## config.mk

```make
export PLATFORM = sky130hd
export DESIGN_NAME = lru_replace_ctrl
export DESIGN_NICKNAME = d
export VERILOG_FILES = /design/src/rtl/lru_replace_ctrl_pkg.sv /design/src/rtl/lru_replace_ctrl_lfsr.sv /design/src/rtl/lru_replace_ctrl.sv
export SDC_FILE = /design/constraint.sdc
export NUM_CORES = 1
export LEC_CHECK = 0
export ABC_CLOCK_PERIOD_IN_PS = 7900
export CORE_MARGIN = 2
export CORE_UTILIZATION = 40
export CTS_BUF_LIST = sky130_fd_sc_hd__clkbuf_4 sky130_fd_sc_hd__clkbuf_8 sky130_fd_sc_hd__clkbuf_16
export DETAILED_ROUTE_END_ITERATION = 8
export GPL_TIMING_DRIVEN = 0
export HOLD_SLACK_MARGIN = 0.03
export PLACE_DENSITY = 0.62
export SYNTH_ARGS = -nofsm -noshare
export SYNTH_HDL_FRONTEND = slang
export SYNTH_SLANG_ARGS = --single-unit
```

## constraint.sdc

```tcl
create_clock -name CLK -period 7.9 [get_ports CLK]
set_input_delay 1.58 -clock CLK [delete_from_list [all_inputs] [get_ports CLK]]
set_output_delay 1.58 -clock CLK [all_outputs]
set_load 0.01 [all_outputs]
```

## src/rtl/lru_replace_ctrl_pkg.sv

```systemverilog
// Shared definitions for the per-set replacement controller:
// policy encodings, LFSR tap mask and a constant log2 helper.
package lru_replace_ctrl_pkg;

    typedef enum logic [1:0] {
        POL_LRU  = 2'b00,
        POL_FIFO = 2'b01,
        POL_RAND = 2'b10,
        POL_RSVD = 2'b11
    } policy_e;

    // Fibonacci taps 16,14,13,11 -> bits 15,13,12,10
    localparam logic [15:0] LFSR_TAPS = 16'hB400;

    function automatic int unsigned clog2(input int unsigned v);
        int unsigned r;
        r = 0;
        for (int unsigned i = 0; i < 32; i++) begin
            if ((32'd1 << i) < v) r = i + 1;
        end
        return r;
    endfunction

endpackage

```

## src/rtl/lru_replace_ctrl_lfsr.sv

```systemverilog
// Free-running 16-bit Fibonacci LFSR for the random replacement policy;
// exposes only the low OUT_W bits that the caller needs.
module replace_lfsr
    import lru_replace_ctrl_pkg::*;
#(
    parameter logic [15:0] SEED  = 16'hACE1,
    parameter int unsigned OUT_W = 2
)(
    input  logic             i_clk,
    input  logic             i_rst_n,
    output logic [OUT_W-1:0] o_rnd
);

    logic [15:0] r_lfsr;

    always_ff @(posedge i_clk or negedge i_rst_n) begin
        if (!i_rst_n) begin
            r_lfsr <= SEED;
        end else begin
            r_lfsr <= {r_lfsr[14:0], ^(r_lfsr & LFSR_TAPS)};
        end
    end

    assign o_rnd = r_lfsr[OUT_W-1:0];

endmodule

```

## src/rtl/lru_replace_ctrl.sv

```systemverilog
// Per-set hit/victim way selector: hit way, else first invalid way, else
// LRU / FIFO / random victim. Ages, FIFO pointers kept per set.
module lru_replace_ctrl
    import lru_replace_ctrl_pkg::*;
#(
    parameter int unsigned WAYS      = 4,
    parameter int unsigned SETS      = 16,
    parameter logic [15:0] LFSR_SEED = 16'hACE1,
    localparam int unsigned WW = clog2(WAYS),
    localparam int unsigned SW = (SETS > 1) ? clog2(SETS) : 1
)(
    input  logic            CLK,
    input  logic            Reset,
    input  logic            Access,
    input  logic            Flush,
    input  logic [SW-1:0]   SetIdx,
    input  logic [WAYS-1:0] Valid,
    input  logic [WAYS-1:0] Eq,
    input  logic [1:0]      Policy,
    output logic [WW-1:0]   Way,
    output logic            Hit,
    output logic            Done
);

    logic            r_acc;
    logic [SW-1:0]   r_set;
    logic [WAYS-1:0] r_valid;
    logic [WAYS-1:0] r_eq;
    policy_e         r_pol;

    logic [WW-1:0]   r_age  [SETS][WAYS];
    logic [WW-1:0]   r_fifo [SETS];

    logic [WW-1:0]   w_rnd;
    logic            w_hit;
    logic [WW-1:0]   w_hit_way;
    logic [WW-1:0]   w_inv_way;
    logic [WW-1:0]   w_lru_way;
    logic [WW-1:0]   w_sel;
    logic [WW-1:0]   w_sel_age;

    replace_lfsr #(
        .SEED  (LFSR_SEED),
        .OUT_W (WW)
    ) u_lfsr (
        .i_clk   (CLK),
        .i_rst_n (Reset),
        .o_rnd   (w_rnd)
    );

    // Request stage: a flush in the same cycle cancels the access.
    always_ff @(posedge CLK or negedge Reset) begin
        if (!Reset) begin
            r_acc   <= 1'b0;
            r_set   <= '0;
            r_valid <= '0;
            r_eq    <= '0;
            r_pol   <= POL_LRU;
        end else begin
            r_acc   <= Access & ~Flush;
            r_set   <= SetIdx;
            r_valid <= Valid;
            r_eq    <= Eq;
            r_pol   <= policy_e'(Policy);
        end
    end

    always_comb begin
        w_hit     = |r_eq;
        w_hit_way = '0;
        w_inv_way = '0;
        w_lru_way = '0;
        for (int unsigned w = WAYS; w > 0; w--) begin
            if (r_eq[w-1])     w_hit_way = WW'(w - 1);
            if (!r_valid[w-1]) w_inv_way = WW'(w - 1);
        end
        for (int unsigned w = 0; w < WAYS; w++) begin
            if (r_age[r_set][w] == WW'(WAYS - 1)) w_lru_way = WW'(w);
        end
        if (w_hit) begin
            w_sel = w_hit_way;
        end else if (!(&r_valid)) begin
            w_sel = w_inv_way;
        end else begin
            case (r_pol)
                POL_FIFO: w_sel = r_fifo[r_set];
                POL_RAND: w_sel = w_rnd;
                default:  w_sel = w_lru_way;
            endcase
        end
        w_sel_age = r_age[r_set][w_sel];
    end

    always_ff @(posedge CLK or negedge Reset) begin
        if (!Reset) begin
            for (int unsigned s = 0; s < SETS; s++) begin
                r_fifo[s] <= '0;
                for (int unsigned w = 0; w < WAYS; w++) r_age[s][w] <= WW'(w);
            end
        end else if (Flush) begin
            for (int unsigned s = 0; s < SETS; s++) begin
                r_fifo[s] <= '0;
                for (int unsigned w = 0; w < WAYS; w++) r_age[s][w] <= WW'(w);
            end
        end else if (r_acc) begin
            for (int unsigned w = 0; w < WAYS; w++) begin
                if (r_age[r_set][w] < w_sel_age) r_age[r_set][w] <= r_age[r_set][w] + WW'(1);
            end
            r_age[r_set][w_sel] <= '0;
            if (!w_hit) r_fifo[r_set] <= w_sel + WW'(1);
        end
    end

    always_ff @(posedge CLK or negedge Reset) begin
        if (!Reset) begin
            Way  <= '0;
            Hit  <= 1'b0;
            Done <= 1'b0;
        end else begin
            Done <= r_acc;
            if (r_acc) begin
                Way <= w_sel;
                Hit <= w_hit;
            end
        end
    end

endmodule

```

==> qor.txt <==
Layout fillers = 2270
register area = 0.00497 mm^2
placed inst area = 0.0110 mm^2
MaxCap Viol Count = 0
core box area = 0.0252 mm^2
clock insertion delay at the later pin of the skew report = 0.46 ns
post-route cell area = 0.0116 mm^2
wire per inst = 28.1 um
starting density of the core = 40.7%
Max clock buf depth = 2
Flop pwr share = 48.2%
flops & latches, synth = 195
initial antenna violation count = 0
Internal = 1.50 mW
placed cells = 1249
Crit Path Class = flop to flop
final hold violation count = 0
Via density = 6.83
Final Cycle Share = 86.0%
simple-gate portion of the synthesized area = 9.87%
Synth Instances = 891
layout cells sized above 1 = 22.0%
I/O Buffers = 20
complex-gate fraction of the synthesized area = 23.8%
crit path DAT = 7.18 ns
row cnt = 58
dpl ws = 1.36 ns
first-pass GRT wire length = 54.2 mm
sw frac = 28.6%
clock sinks = 195
number of synthesized flops with an enable pin = 0
CP Launch Type = flop
1st-pass router iterations = 7
# hold bufs at CTS = 0
mux cell area share after synthesis = 10.8%
Leak = 4.33 nW
Power Dens Cells = 182 mW/mm^2
Net Count, Synth = 918
largest family of logic cells by synthesized area = compound AO/OA/AOI/OAI gates
met2 WL post-DR = 15.7 mm
Max VDD drop = 0.000139 V
Placer Congestion = 0.945
max-slew violation count = 0
drc violations = 0
P_sw = 0.602 mW
Adder-Cell Fraction of Synth Area = 1.64%
clock slew at reported path FFs = 0.07 ns
warnings from Yosys = 0
post-route insts no fill = 1281
Most used DFF post-synth = dfrtp_1
postcts setup bufs = 0
Synth Cell Area = 0.0102 mm^2
run status = finished clean
via count = 8743
vias in the first global route = 8381
TritonCTS clock tree = yes
post-CTS sizing = 0
Crit Path Max Fanout = 11
Clk network pwr share = 40.9%
area occupied by multi-input gates = 0.00479 mm^2
Critical Path Sink Type = flop
highest metal used = met4
Initial DRC Count = 1441
Detail Placement HPWL = 24.2 mm
Root Buffer = clkbuf_16
die height = 164 um
top-level I/O count = 22
Num CTS Buffers = 17
CP Data Required Time = 8.29 ns
ANT nets after route = 0
fraction of registers with async set/reset = 100%
# nets final = 965
final WL = 36.0 mm
GR Util All Layers = 27.5%
Clock Skew = 0.0169 ns
die area = 0.0269 mm^2
largest net degree at the start of global routing = 107
utilization after layout = 45.9%
area grow syn2layout = 12.9%
worst slew pin tran = 1.33 ns
register area share after synthesis = 48.5%
WL met3 = 4.23 mm
minimum hold slack = 0.358 ns
CTS H-tree depth = 4
Comb power frac = 10.9%
fin crit period = 6.79 ns
worst rel slew slack = 10.7%
Die Wd = 164 um
global route overflow = 0
Antenna Diode Count = 0
Setup WS post-layout = 1.11 ns
Final Setup Violations = 0
routed metal-1 wirelength = 14.6 mm
XOR/XNOR Fraction of Synth Area = 0.257%
Synth cell types = 66
Hold Crit Class = flop to flop
unrepaired setup endpoints after global routing = false
Max Clk Rate = 147 MHz
Post-Syn Area per Cell = 11.5 um^2
power groups by stage:
| stage | Clock (mW) | Sequential (mW) | Combinational, mW |
|---|---|---|---|
| 5_1_grt | 0.908 | 1.02 | 0.242 |
| 3_3_place_gp | 0 | 1.03 | 0.217 |
| 2_1_floorplan | 0 | 1.03 | 0.120 |
| 3_5_place_dp | 0 | 1.03 | 0.222 |
| 4_1_cts | 0.865 | 1.01 | 0.224 |
| 6_report | 0.860 | 1.01 | 0.229 |
cells by family (layout without fill, tap and decap cells):
group / Yosys count / in the layout
AOI/OAI and AO/OA: 313 / 313
DFF: 195 / 195
and+or+nand+nor: 193 / 193
buffers and inverters: 115 / 175
muxes: 58 / 58
adders and majority gates: 14 / 14
xor gates and xnor gates: 3 / 3
synthesized netlist by cell type (9+ instances only):
library cell,number,share of area [%]
o21ai_1,14,0.68
clkbuf_1,69,2.5
nor2b_1,11,0.67
nand4_1,15,0.92
and3_1,20,1.2
a21oi_1,57,2.8
a31oi_1,10,0.61
o21ai_0,20,0.98
nand2_1,40,1.5
dfrtp_1,123,30
nand3_1,22,1.1
buf_2,16,0.78
o2111ai_1,20,1.7
a211oi_1,24,1.8
dfstp_2,72,18
nor3_1,12,0.59
and2_1,9,0.55
o211ai_1,13,0.95
nor2_1,37,1.4
ha_1,9,1.1
inv_1,13,0.48
mux4_2,42,9.2
a32o_1,25,2.4
mux2i_1,12,1.2
a221o_1,60,5.9
a311oi_1,31,2.7
cell usage in the layout, fill, tap and decap left out, drive strengths merged, types with 24 or more instances in the layout:
cell type,n
a211oi,24
a21oi,57
a221o,60
a311oi,31
a32o,25
buf,40
clkbuf,88
dfrtp,123
dfstp,72
mux4,42
nand2,40
nor2,37
o21ai,34
state kept, by name (all words and copies together) (netlist names), 2 cells and up:
signal	flops
r_age	128
r_fifo	32
u_lfsr.r_lfsr	16
r_eq	4
r_set	4
r_valid	4
Way	2
r_pol	2
through the flow:
| step | TNS (ns) | power [mW] |
|---|---|---|
| 6_report | 0 | 2.10 |
| 5_1_grt | 0 | 2.17 |
| 4_1_cts | 0 | 2.10 |
| 3_5_place_dp | 0 | 1.25 |
| 3_3_place_gp | -380.41 | 1.25 |
| 2_1_floorplan | 0 | 1.15 |
worst max-delay path: stages, from the launching register on:
cell      delay [ns]
dfrtp_1         0.32
buf_2           0.25
buf_2           0.38
buf_4           0.36
mux4_2          0.36
a22o_1          0.26
a221oi_1        0.56
inv_1           0.30
ha_1            0.32
nor2b_1         0.14
o21ai_0         0.27
and2_1          0.24
o32ai_1         0.14
nor2_1          0.40
inv_1           0.11
buf_4           0.20
clkbuf_1        0.28
ha_1            0.29
buf_4           0.18
nor2_1          0.11
nand2_1         0.07
a21oi_1         0.46
clkbuf_1        0.45
a221o_1         0.26
layout make-up:
cell class                 count  area share (%)
tap                          330            3.57
sequential                   195            43.0
clock inverter                13           0.996
clock buffer                  19            3.92
inverter                      15           0.487
buffer                       100            3.97
multi-input combinational    581            41.4
timing repair buffer          28            2.63
layer usage:
layer / vias to the layer above / global-route usage [%]
met4: 0 / 11.3
met3: 109 / 7.32
met1: 4398 / 38.6
li1: 3649 / -
met5: - / 0
met2: 587 / 40.4
worst paths after layout:
path                                   start                end  slack, ns  depth (start not counted)
max reg2reg                         r_set[1]          r_age[72]       1.11                         23
max                                 r_set[1]          r_age[72]       1.11                         23
min                        u_lfsr.r_lfsr[14]  u_lfsr.r_lfsr[15]       0.36                          0
min in group asynchronous              Reset   u_lfsr.r_lfsr[8]       1.12                          1
min reg2reg                u_lfsr.r_lfsr[14]  u_lfsr.r_lfsr[15]       0.36                          0
max in group asynchronous              Reset          r_age[80]       5.79                          2
No activity file was read; power rests on OpenSTA's default activity.
